[src/rtl/mod_bram_loader.sv]
// ---------------------------------------------------------------------------
// mod_bram_loader
//   Writer side of the double-buffered modulation memory. 16-bit words from
//   the CPU-side stream are split into two bytes and written one per cycle to
//   the byte-wide mod BRAM, always into the inactive segment. When the final
//   word has been written, the new length (CYCLE), the segment flip and the
//   checksum are committed together in one cycle, so the modulator never sees
//   a half-updated buffer.
//
// Build option:
//   MOD_BRAM_LOADER_CHECKSUM_EN  - when defined, an 8-bit running sum of the
//                                  written bytes is latched to CHECKSUM on
//                                  commit; otherwise CHECKSUM is tied to 0.
//
// Ports:
//   CLK       system clock (20.48 MHz domain)
//   RST_N     synchronous active-low reset
//   WR_VALID  input word valid
//   WR_READY  loader accepts a word this cycle
//   WR_DATA   [7:0] first byte, [15:8] second byte
//   WR_LAST   word is the last of the transfer
//   WR_ODD    with WR_LAST: only WR_DATA[7:0] is valid
//   MOD_WE    BRAM byte write enable
//   MOD_ADDR  {segment, byte address}
//   MOD_DIN   BRAM write byte
//   SEGMENT   active (readable) segment
//   CYCLE     committed length in bytes minus 1
//   DONE      one-cycle pulse at the end of a transfer
//   ERR       overflow in the last/current transfer
//   CHECKSUM  sum mod 256 of the committed bytes
// ---------------------------------------------------------------------------
module mod_bram_loader #(
    parameter int ADDR_WIDTH = 16
) (
    input  logic                  CLK,
    input  logic                  RST_N,
    input  logic                  WR_VALID,
    output logic                  WR_READY,
    input  logic [15:0]           WR_DATA,
    input  logic                  WR_LAST,
    input  logic                  WR_ODD,
    output logic                  MOD_WE,
    output logic [ADDR_WIDTH:0]   MOD_ADDR,
    output logic [7:0]            MOD_DIN,
    output logic                  SEGMENT,
    output logic [ADDR_WIDTH-1:0] CYCLE,
    output logic                  DONE,
    output logic                  ERR,
    output logic [7:0]            CHECKSUM
);

    localparam logic [ADDR_WIDTH:0]   CNT_ONE = 1;
    localparam logic [ADDR_WIDTH-1:0] CYC_ONE = 1;

    typedef enum logic [1:0] {
        IDLE   = 2'd0,
        LO     = 2'd1,
        HI     = 2'd2,
        COMMIT = 2'd3
    } state_t;

    state_t                state_q, state_n;
    logic [7:0]            hi_byte_q, hi_byte_n;
    logic                  last_q, last_n;
    logic                  odd_q, odd_n;
    logic                  in_xfer_q, in_xfer_n;
    logic [ADDR_WIDTH:0]   cnt_q, cnt_n, cnt_base;
    logic                  err_q, err_n, err_base;
    logic                  seg_q, seg_n;
    logic [ADDR_WIDTH-1:0] cycle_q, cycle_n;
    logic                  rdy_q, rdy_n;
    logic                  we_q, we_n;
    logic [7:0]            din_q, din_n;
    logic [ADDR_WIDTH:0]   addr_q, addr_n;
    logic                  done_q, done_n;

    logic                  accept;
    logic                  load;
    logic                  first;
    logic                  wr_byte;
    logic                  wr_fire;
    logic                  go_commit;
    logic                  commit_ok;
    logic [7:0]            byte_sel;

    // Every output is a register; the combinational block below computes
    // the value each output takes in the cycle after the state decision.
    always_comb begin
        state_n   = state_q;
        hi_byte_n = hi_byte_q;
        last_n    = last_q;
        odd_n     = odd_q;
        in_xfer_n = in_xfer_q;
        cnt_n     = cnt_q;
        err_n     = err_q;
        seg_n     = seg_q;
        cycle_n   = cycle_q;
        we_n      = 1'b0;
        din_n     = din_q;
        addr_n    = addr_q;
        done_n    = 1'b0;
        load      = 1'b0;
        wr_byte   = 1'b0;
        go_commit = 1'b0;
        byte_sel  = 8'h00;

        accept = WR_VALID & rdy_q;

        case (state_q)
            IDLE: begin
                if (accept) begin
                    load    = 1'b1;
                    state_n = LO;
                end
            end
            LO: begin
                if (last_q && odd_q) begin
                    go_commit = 1'b1;
                    state_n   = COMMIT;
                end else begin
                    wr_byte  = 1'b1;
                    byte_sel = hi_byte_q;
                    state_n  = HI;
                end
            end
            HI: begin
                if (last_q) begin
                    go_commit = 1'b1;
                    state_n   = COMMIT;
                end else if (accept) begin
                    load    = 1'b1;
                    state_n = LO;
                end else begin
                    state_n = IDLE;
                end
            end
            COMMIT: begin
                state_n = IDLE;
            end
            default: begin
                state_n = IDLE;
            end
        endcase

        // Accepting a word schedules its low byte for the very next cycle.
        if (load) begin
            hi_byte_n = WR_DATA[15:8];
            last_n    = WR_LAST;
            odd_n     = WR_ODD;
            in_xfer_n = 1'b1;
            wr_byte   = 1'b1;
            byte_sel  = WR_DATA[7:0];
        end

        // A word arriving outside a transfer starts a new one. IDLE can also
        // be reached mid-transfer when the source stalls, hence the flag.
        first    = load & ~in_xfer_q;
        cnt_base = first ? '0 : cnt_q;
        err_base = first ? 1'b0 : err_q;

        // The counter saturates at 2**ADDR_WIDTH; a byte arriving there is
        // the overflow and nothing further is written in this transfer.
        wr_fire = wr_byte & ~err_base & ~cnt_base[ADDR_WIDTH];
        cnt_n   = cnt_base;
        err_n   = err_base;
        if (wr_byte) begin
            if (wr_fire) begin
                we_n   = 1'b1;
                din_n  = byte_sel;
                addr_n = {~seg_q, cnt_base[ADDR_WIDTH-1:0]};
                cnt_n  = cnt_base + CNT_ONE;
            end else begin
                err_n = 1'b1;
            end
        end

        // Commit is visible together with DONE. A full segment leaves the
        // low counter bits at zero, so the wrap gives CYCLE = all ones.
        commit_ok = go_commit & ~err_q;
        if (go_commit) begin
            done_n    = 1'b1;
            in_xfer_n = 1'b0;
        end
        if (commit_ok) begin
            seg_n   = ~seg_q;
            cycle_n = cnt_q[ADDR_WIDTH-1:0] - CYC_ONE;
        end

        rdy_n = (state_n == IDLE) || ((state_n == HI) && !last_n);
    end

    always_ff @(posedge CLK) begin
        if (!RST_N) begin
            state_q   <= IDLE;
            last_q    <= 1'b0;
            odd_q     <= 1'b0;
            in_xfer_q <= 1'b0;
            cnt_q     <= '0;
            err_q     <= 1'b0;
            seg_q     <= 1'b0;
            cycle_q   <= '0;
            rdy_q     <= 1'b0;
            we_q      <= 1'b0;
            din_q     <= 8'h00;
            addr_q    <= '0;
            done_q    <= 1'b0;
        end else begin
            state_q   <= state_n;
            last_q    <= last_n;
            odd_q     <= odd_n;
            in_xfer_q <= in_xfer_n;
            cnt_q     <= cnt_n;
            err_q     <= err_n;
            seg_q     <= seg_n;
            cycle_q   <= cycle_n;
            rdy_q     <= rdy_n;
            we_q      <= we_n;
            din_q     <= din_n;
            addr_q    <= addr_n;
            done_q    <= done_n;
        end
    end

    // Second byte of the current word; only meaningful while a word is held.
    always_ff @(posedge CLK) begin
        hi_byte_q <= hi_byte_n;
    end

`ifdef MOD_BRAM_LOADER_CHECKSUM_EN
    logic [7:0] sum_q;
    logic [7:0] sum_base;
    logic [7:0] chk_q;

    assign sum_base = first ? 8'h00 : sum_q;

    // Write and commit never coincide, so sum_q is final when committed.
    always_ff @(posedge CLK) begin
        if (!RST_N) begin
            sum_q <= 8'h00;
            chk_q <= 8'h00;
        end else begin
            if (wr_fire) begin
                sum_q <= sum_base + byte_sel;
            end else begin
                sum_q <= sum_base;
            end
            if (commit_ok) begin
                chk_q <= sum_q;
            end
        end
    end

    assign CHECKSUM = chk_q;
`else
    assign CHECKSUM = 8'h00;
`endif

    assign WR_READY = rdy_q;
    assign MOD_WE   = we_q;
    assign MOD_ADDR = addr_q;
    assign MOD_DIN  = din_q;
    assign SEGMENT  = seg_q;
    assign CYCLE    = cycle_q;
    assign DONE     = done_q;
    assign ERR      = err_q;

endmodule

[config.mk]
export PLATFORM = sky130hd
export DESIGN_NAME = mod_bram_loader
export DESIGN_NICKNAME = d
export VERILOG_FILES = /design/src/rtl/mod_bram_loader.sv
export SDC_FILE = /design/constraint.sdc
export NUM_CORES = 1
export LEC_CHECK = 0
export ABC_AREA = 1
export BUFFER_PORTS_ARGS = -buffer_cell sky130_fd_sc_hd__buf_2
export CORE_MARGIN = 8
export CORE_UTILIZATION = 49
export CTS_CLUSTER_DIAMETER = 200
export DETAILED_ROUTE_END_ITERATION = 8
export PLACE_DENSITY = 0.73
export SLEW_MARGIN = 15
export SYNTH_ARGS = -nofsm -noshare
export SYNTH_HDL_FRONTEND = slang
export SYNTH_SLANG_ARGS = --single-unit
[constraint.sdc]
create_clock -name CLK -period 2.9 [get_ports CLK]
set_input_delay 0.435 -clock CLK [delete_from_list [all_inputs] [get_ports CLK]]
set_output_delay 0.435 -clock CLK [all_outputs]
set_load 0.01 [all_outputs]
# Word-level counts from Yosys, hierarchy flattened
# Cells that the tools add are included.
[totals]
in_bits = 21
elab_cells = 66
output_inout_bits = 54
regBits = 76
[classes]
n_bitwise = 11
mux = 26
add_sub_neg = 2
n_eq_ne = 4
n_reduce_logical = 9
[ops]
columns = ["operator", "count"]
rows = [
  ["$mux W17", 3],
  ["$mux W8", 3],
  ["$add A17 B1 Y17 const B", 1],
  ["$sub A16 B1 Y16 const B", 1],
  ["$mux W1", 15],
  ["$pmux W2 S4", 1],
  ["$eq A2 B2 Y1 const B", 3],
  ["$not A1 Y1", 6],
  ["$and A1 B1 Y1", 5],
  ["$logic_not A2 Y1", 2],
  ["$mux W2", 2],
  ["$pmux W1 S2", 2],
  ["$reduce_and A2 Y1", 2],
  ["$eq A2 B1 Y1 const B", 1],
  ["$logic_and A1 B1 Y1", 2],
  ["$reduce_or A2 Y1", 1],
  ["$logic_not A1 Y1", 1],
  ["$logic_or A1 B1 Y1", 1],
]

# Logic depth before layout (Yosys ltp)
# Gate-level depths: netlist of the first run.
[logic_depth]
ltp_word = 11
ltp_mapped = 18
ltp_nobuf = 16

# Worst setup path before layout of the first run
# OpenSTA, ideal clock, no wires.
[synth_timing]
path_type = "register to register"
startpoint = "reg state_q[0]"
endpoint = "reg cnt_q[10]"
setup_time_ps = 113
required_ps = 2787
synth_period_minus_slack_ps = 2178
slack_ps = 722
path_buffers = 2
t_arrival_ps = 2064
path_stages_with_launch = 18
cell_sequence = "dfxtp_1 inv_1 ha_1 inv_1 nand2_2 nand3_4 buf_6 buf_4 nand2_1 inv_1 ha_1 nand2_1 nor2_1 nand2_1 nor2_2 nand2_1 o21ai_1 nor2_1"
[synth_between]
word_cells_on_any_way = 16
cone_classes = "add/sub: 1; eq/ne: 2; mux: 7; bitwise: 5; reduce/logical: 1"
[synth_lines]
columns = ["element", "line_no", "source"]
rows = [
  ["start: declaration", "62", "state_t state_q, state_n;"],
  ["start signal: assignment", "208", "state_q <= state_n;"],
  ["$eq A2 B2 Y1 / $logic_not A2 Y1 (equally long branches)", "109", "case (state_q)"],
  ["$pmux W1 S2 *", "109", ""],
  ["$and A1 B1 Y1 *", "157", "first = load & ~in_xfer_q;"],
  ["$mux W17 *", "158", "cnt_base = first ? '0 : cnt_q;"],
  ["named net cnt_base[0]", "67", "logic [ADDR_WIDTH:0] cnt_q, cnt_n, cnt_base;"],
  ["$add A17 B1 Y17 *", "171", "cnt_n = cnt_base + CNT_ONE;"],
  ["$mux W17 *", "167", "if (wr_fire) begin"],
  ["$mux W17 *", "166", "if (wr_byte) begin"],
  ["end signal: assignment", "212", "cnt_q <= cnt_n;"],
  ["end: declaration", "67", ""],
]
# Mark *: on every way through the listed nets, which the timed path passes. The rest lies on a longest branch.
# A chain may end at the register's enable or synchronous reset.

# Final worst setup path of the first run
[layout_timing]
startpoint = "reg state_q[0]"
endpoint = "reg din_q[6], in the netlist MOD_DIN[6]"
[layout_between]
elab_chain_len = 8
word_cells_on_any_way = 16
cone_classes = "eq/ne: 2; mux: 7; bitwise: 5; reduce/logical: 2"
[layout_rtl]
columns = ["element", "line_no", "source"]
rows = [
  ["$eq A2 B2 Y1 / $logic_not A2 Y1 (equally long branches)", "109", ""],
  ["$pmux W1 S2", "109", ""],
  ["$and A1 B1 Y1", "157", ""],
  ["$mux W1", "159", "err_base = first ? 1'b0 : err_q;"],
  ["$not A1 Y1", "163", "wr_fire = wr_byte & ~err_base & ~cnt_base[ADDR_WIDTH];"],
  ["$and A1 B1 Y1 (2 in a row)", "163", ""],
  ["$reduce_and A2 Y1 (no line)", "-", ""],
  ["end signal: assignment", "218", "din_q <= din_n;"],
  ["end: declaration", "73", "logic [7:0] din_q, din_n;"],
]
# Parallel ways exist; a longest one is shown, timed or not.

==> results.toml, run 1 <==
[detailed_routing]
vias_per_cell = 5.03
drc = 0
drt_iter0_drc = 143
ant_nets = 0
drtPass1Iterations = 5
num_vias = 3126
wl_um = 8160
avgRoutedWirePerCell_um = 13.1

[synth]
ys_ff_latch = 76
yosysTopAreaCell = "dfxtp_1"
synth_edf_count = 8
synthArstFlopShare = 0
synthCells = 461
synth_area_um2 = 3540
yosysUniqueCellTypes = 38
post-synth-top-area-fraction = 0.385
yosys_most_used_dff = "dfxtp_1"
synth_area_leaders = "dfxtp_1 (38%), nand2_1 (7.3%), edfxtp_1 (6.8%)"
synth.avg_cell_area_um2 = 7.68
yosysSeqAreaShare = 0.453
yosys_warnings = 0

[global_routing]
grt-ovfl-total = 0
grt_usage = 0.167
grt_max_degree = 42
first_global_vias = 2962
antenna_found_initial = 0
grt_pass1_wl_um = 13700

[cts]
ctsHoldBuffers = 0
cts_max_level = 3
postCtsSetupBuffers = 0
clockBufferDepth = 2
clkTransAtPathRegs_ps = 80
cts_tree = "yes"
cts-root-buf = "clkbuf_8"
cts.sinks = 76
cts_resized = 0
insertion_delay_ps = 350
cts_buffers = 9

[power_and_ir_drop]
p_sw_frac = 0.268
power.leakage_nw = 1.87
p_comb_frac = 0.149
internal_power_mw = 1.83
power_density_nw_per_um2 = 608
p_total_mw = 2.50
pwr-share-clk = 0.388
p_sw_mw = 0.671
ir_worst_vdd_uv = 340
p_seq_frac = 0.463

[hold_path]
hp-class = "in -> reg"

[timing]
timing.final.crit_share = 0.823
holdWs_ps = 258
final_max_slew_viol_count = 0
rsz0062_at_grt = "no"
tns_ps = 0
setup_viol = 0
finalCriticalPeriod_ps = 2390
fin_worst_skew_ps = 8.34
finalHoldViolations = 0
fmax_ghz = 0.419

[place]
port_buffers = 66
routabilityCongestion = 0.846
dp.cells = 606
dp_hpwl_um = 5730
place_area_um2 = 3870

[critical_path]
crit_buf_inv = 3
cpMaxStageDelayCell = "nor2_4"
start_kind = "flip-flop"
path_class = "reg -> reg"
required_ps = 3170
crit_path_max_fanout = 41
endpoint_kind = "flip-flop"
cp_common_cell = "nand2_2"
path_cells = "inv_1 -> ha_1 -> nand2_1 -> nand2_2 -> nand3_4 -> nand2_2 -> inv_2 -> nor2_4 -> buf_12 -> o21ai_0 -> a31oi_1"
critPathMaxStageDelay_ps = 390
cp_top_family = "simple AND/OR/NAND/NOR gates"
critical_path_arrival_ps = 2650

[final_layout]
nNetsFinal = 544
fin_cells = 622
diodes = 0
design_area_um2 = 4110
area_growth_pct = 16.2
layout-drive-gt1-share = 0.214

[floorplanning]
dieHeight_um = 101
dieArea_um2 = 10200
die_x_um = 101
coreArea_um2 = 7140
ios = 75
rows = 31
start_util = 0.496

[flow_run]
cap_violations = 0

[outcome]
run_status = "completed"
-- sequential cells by signal (all words and copies together) (netlist names), 2 cells and up --
name	count
hi_byte_q	8
MOD_ADDR	17
CYCLE	16
state_q	2
MOD_DIN	8
cnt_q	17
-- through the flow --
stage	utilization	setup slack, ps
6_report	0.576	512
5_1_grt	0.576	287
4_1_cts	0.576	487
3_5_place_dp	0.543	533
3_3_place_gp	0.543	678
2_1_floorplan	-	722
-- area by class of cell --
class / count / area [um^2]
fill: 696 / 3030
sequential: 76 / 1600
tap: 99 / 124
multi-input combinational: 310 / 1580
clock buffer: 10 / 128
inverter: 51 / 191
timing repair buffer: 70 / 373
clock inverter: 6 / 111
-- worst paths after layout --
check / cells after the start / slack [ps] / from / to
max: 11 / 510 / state_q[0] / MOD_DIN[6]
min: 1 / 260 / WR_DATA[13] / hi_byte_q[5]
max reg2reg: 11 / 510 / state_q[0] / MOD_DIN[6]
min reg2reg: 1 / 450 / SEGMENT / MOD_ADDR[16]
-- metal layers --
layer,up-vias,GRT usage,share of wire
met3,13,0.0608,0.087
li1,1616,-,-
met5,-,0,0
met1,1399,0.206,0.47
met4,0,0.0790,0.018
met2,98,0.252,0.43
-- logic make-up after synthesis --
family | after synthesis | share of synthesized area
XOR/XNOR | 7 | 0.0173
other | 1 | 0.00106
adder cells (fa/ha/maj) | 5 | 0.0177
AND/OR/NAND/NOR | 175 | 0.228
buffers and inverters | 82 | 0.107
flip-flops | 76 | 0.453
AO/OA/AOI/OAI | 115 | 0.175
-- layout by cell type, fill, tap and decap left out, types with 2 or more instances in the layout --
master	instances
nand2_1	69
dfxtp_1	68
buf_2	66
nor2_1	49
inv_1	46
o21ai_0	37
a21oi_1	37
nand3_1	23
o21ai_1	18
a31oi_1	12
clkbuf_8	9
conb_1	8
edfxtp_1	8
nand2_2	7
nor2_2	5
nand3_2	5
nor3_1	5
xor2_1	5
ha_1	5
inv_2	4
nand4_1	4
o21bai_1	3
o21a_1	3
bufinv_16	3
buf_4	3
nor3_2	2
xnor2_1	2
o31ai_1	2
nor4_1	2
-- power by group through the flow --
stage | combinational (mW) | sequential [mW] | clock (mW)
4_1_cts | 0.377 | 1.16 | 0.990
3_5_place_dp | 0.375 | 1.18 | 0
5_1_grt | 0.420 | 1.17 | 1.03
3_3_place_gp | 0.361 | 1.18 | 0
2_1_floorplan | 0.255 | 1.20 | 0
6_report | 0.372 | 1.16 | 0.970
-- cells in the mapped netlist (2+ instances only) --
library cell / number
a21oi_1: 37
edfxtp_1: 8
o21a_1: 3
nor2_2: 5
buf_2: 7
inv_1: 46
nand2_2: 7
nor3_2: 2
nor2_1: 49
nand3_2: 5
a31oi_1: 12
dfxtp_1: 68
nand2_1: 69
o21ai_1: 18
ha_1: 5
buf_6: 4
xnor2_1: 2
nor3_1: 5
inv_2: 4
nand4_1: 4
nor4_1: 2
nand3_1: 23
o31ai_1: 2
xor2_1: 5
o21ai_0: 37
o21bai_1: 3
buf_4: 9
clkbuf_1: 10
(Power assumes the default switching activity.)
==> inputs of run 2 (changes only) <==
Clock period 2.9 ns to 2.3 ns, I/O delays scaled along.
==> run 2 against run 1 <==
  * Core utilization down 0.25 points
  * Via count up 0.93%
  * Die area unchanged
  * Clock power about the same
  * Count of clock-buffer cells in the layout up 1
  * Final cell count up 0.64%
  * Clock skew up 1.4 ps
  * Design area down 0.43%
  * Hold slack worse by 96 ps
  * Global-route usage down 0.27 points
  * Total power up 16%
  * Sequential cell count unchanged
  * Largest cell class unchanged
==> results.toml, run 2 (synthesis gave the netlist of run 1 again) <==
[power_and_ir_drop]
power_density_nw_per_um2 = 710
power.leakage_nw = 1.86
pwr-share-clk = 0.334
ir_worst_vdd_uv = 507
p_sw_mw = 0.821
internal_power_mw = 2.09
p_sw_frac = 0.282
p_comb_frac = 0.164
p_seq_frac = 0.502

[cts]
cts_max_level = 3
clockBufferDepth = 2
clkTransAtPathRegs_ps = 80
cts_buffers = 9
cts-root-buf = "clkbuf_8"
ctsHoldBuffers = 0
cts_tree = "yes"
insertion_delay_ps = 350
cts.sinks = 76

[detailed_routing]
num_vias = 3155
avgRoutedWirePerCell_um = 12.9
drtPass1Iterations = 4
drc = 0
drt_iter0_drc = 124
wl_um = 8100
vias_per_cell = 5.04
ant_nets = 0

[critical_path]
crit_path_max_fanout = 5
reg2reg_from = "state_q[0]"
cp_common_cell = "nand2_1"
crit_buf_inv = 3
cp_top_family = "simple AND/OR/NAND/NOR gates"
endpoint_kind = "flip-flop"
critPathMaxStageDelay_ps = 330
reg2reg_to = "cnt_q[12]"
cpMaxStageDelayCell = "dfxtp_2"
path_cells = "inv_1 -> ha_1 -> inv_2 -> nand2_2 -> nand3_4 -> nand2_1 -> inv_1 -> ha_2 -> nand2_1 -> nor2_1 -> nand2_1 -> nor2_1 -> nand4_1 -> nand2_1 -> nor2_1"
start_kind = "flip-flop"
reg2regPathDepth = 15
critical_path_arrival_ps = 2340
path_class = "reg -> reg"
rrSetupSlack_ps = 200
required_ps = 2540

[timing]
finalCriticalPeriod_ps = 2100
timing.final.crit_share = 0.912
rsz0062_at_grt = "no"
final_max_slew_viol_count = 0
tns_ps = 0
fin_worst_skew_ps = 9.76
setup_viol = 0
fmax_ghz = 0.477
finalHoldViolations = 0
worst_pin_slew_ps = 500
slew_headroom = 0.666
holdWs_ps = 162

[global_routing]
grt_pass1_wl_um = 13400
grt_usage = 0.164
grt_max_degree = 43
first_global_vias = 3067
antenna_found_initial = 0
grt-ovfl-total = 0

[hold_path]
min_from = "WR_DATA[10]"
hp-class = "in -> reg"
min_to = "hi_byte_q[2]"
holdPathStages = 1

[place]
port_buffers = 66
dp_hpwl_um = 5940
routabilityCongestion = 0.847

[final_layout]
nNetsFinal = 548
final_util = 0.574
area_growth_pct = 15.7
final_common_cell = "nand2_1"
final_cell_mix = "nand2_1 (69), dfxtp_1 (66), buf_2 (66), nor2_1 (49), inv_1 (44)"
fillers = 689
diodes = 0
layout-drive-gt1-share = 0.230

[floorplanning]
coreArea_um2 = 7140
ios = 75
rows = 31
die_x_um = 101
start_util = 0.496
dieHeight_um = 101
dieArea_um2 = 10200

[flow_run]
cap_violations = 0

[outcome]
run_status = "completed"
-- run 2: how the worst max path moves through the flow --
stage | start | end | slack (ps) | cells past startpoint
6_report | state_q[0] | cnt_q[12] | 200 | 15
5_1_grt | state_q[0] | cnt_q[16] | 5 | 15
4_1_cts | state_q[0] | cnt_q[12] | 160 | 15
3_5_place_dp | state_q[0] | cnt_q[12] | 190 | 15
3_3_place_gp | state_q[0] | cnt_q[12] | 260 | 15
2_1_floorplan | state_q[0] | cnt_q[10] | 120 | 17
-- run 2: layout make-up --
class                           instances  area [um^2]  share of cell area
Sequential cell                        76         1600               0.392
Multi-Input combinational cell        310         1590               0.388
Timing Repair Buffer                   74          403              0.0984
Inverter                               51          191              0.0468
Clock buffer                           11          131              0.0321
Tap cell                               99          124              0.0303
Clock inverter                          5         52.6              0.0128
-- run 2: power by group through the flow --
stage,clock [mW],combinational (mW),sequential [mW]
finish,0.970,0.478,1.46
detailed placement,0,0.478,1.49
CTS,0.997,0.481,1.46
floorplan,0,0.322,1.51
global route,1.05,0.538,1.47
global placement,0,0.467,1.49
-- run 2: repair_timing --
| action | 4_1_cts | 5_1_grt |
|---|---|---|
| setup buffers | 0 | 1 |
| hold endpoints to repair | 0 | 0 |
| gates resized for setup | 0 | 6 |
| setup endpoints to repair | 0 | 6 |
-- run 2: stage by stage --
step	setup WS (ps)	instance area (um^2)	total power, mW	std cells
2_1_floorplan	122	3560	1.83	468
3_3_place_gp	260	3890	1.95	609
3_5_place_dp	190	3890	1.97	609
4_1_cts	165	4080	2.94	625
5_1_grt	4.77	4090	3.06	626
6_report	203	4090	2.91	626
-- run 2: metal layers --
metal | wire (um) | track usage
met5 | 0 | 0
met4 | 112 | 0.0664
met3 | 861 | 0.0787
met2 | 3620 | 0.269
met1 | 3510 | 0.179
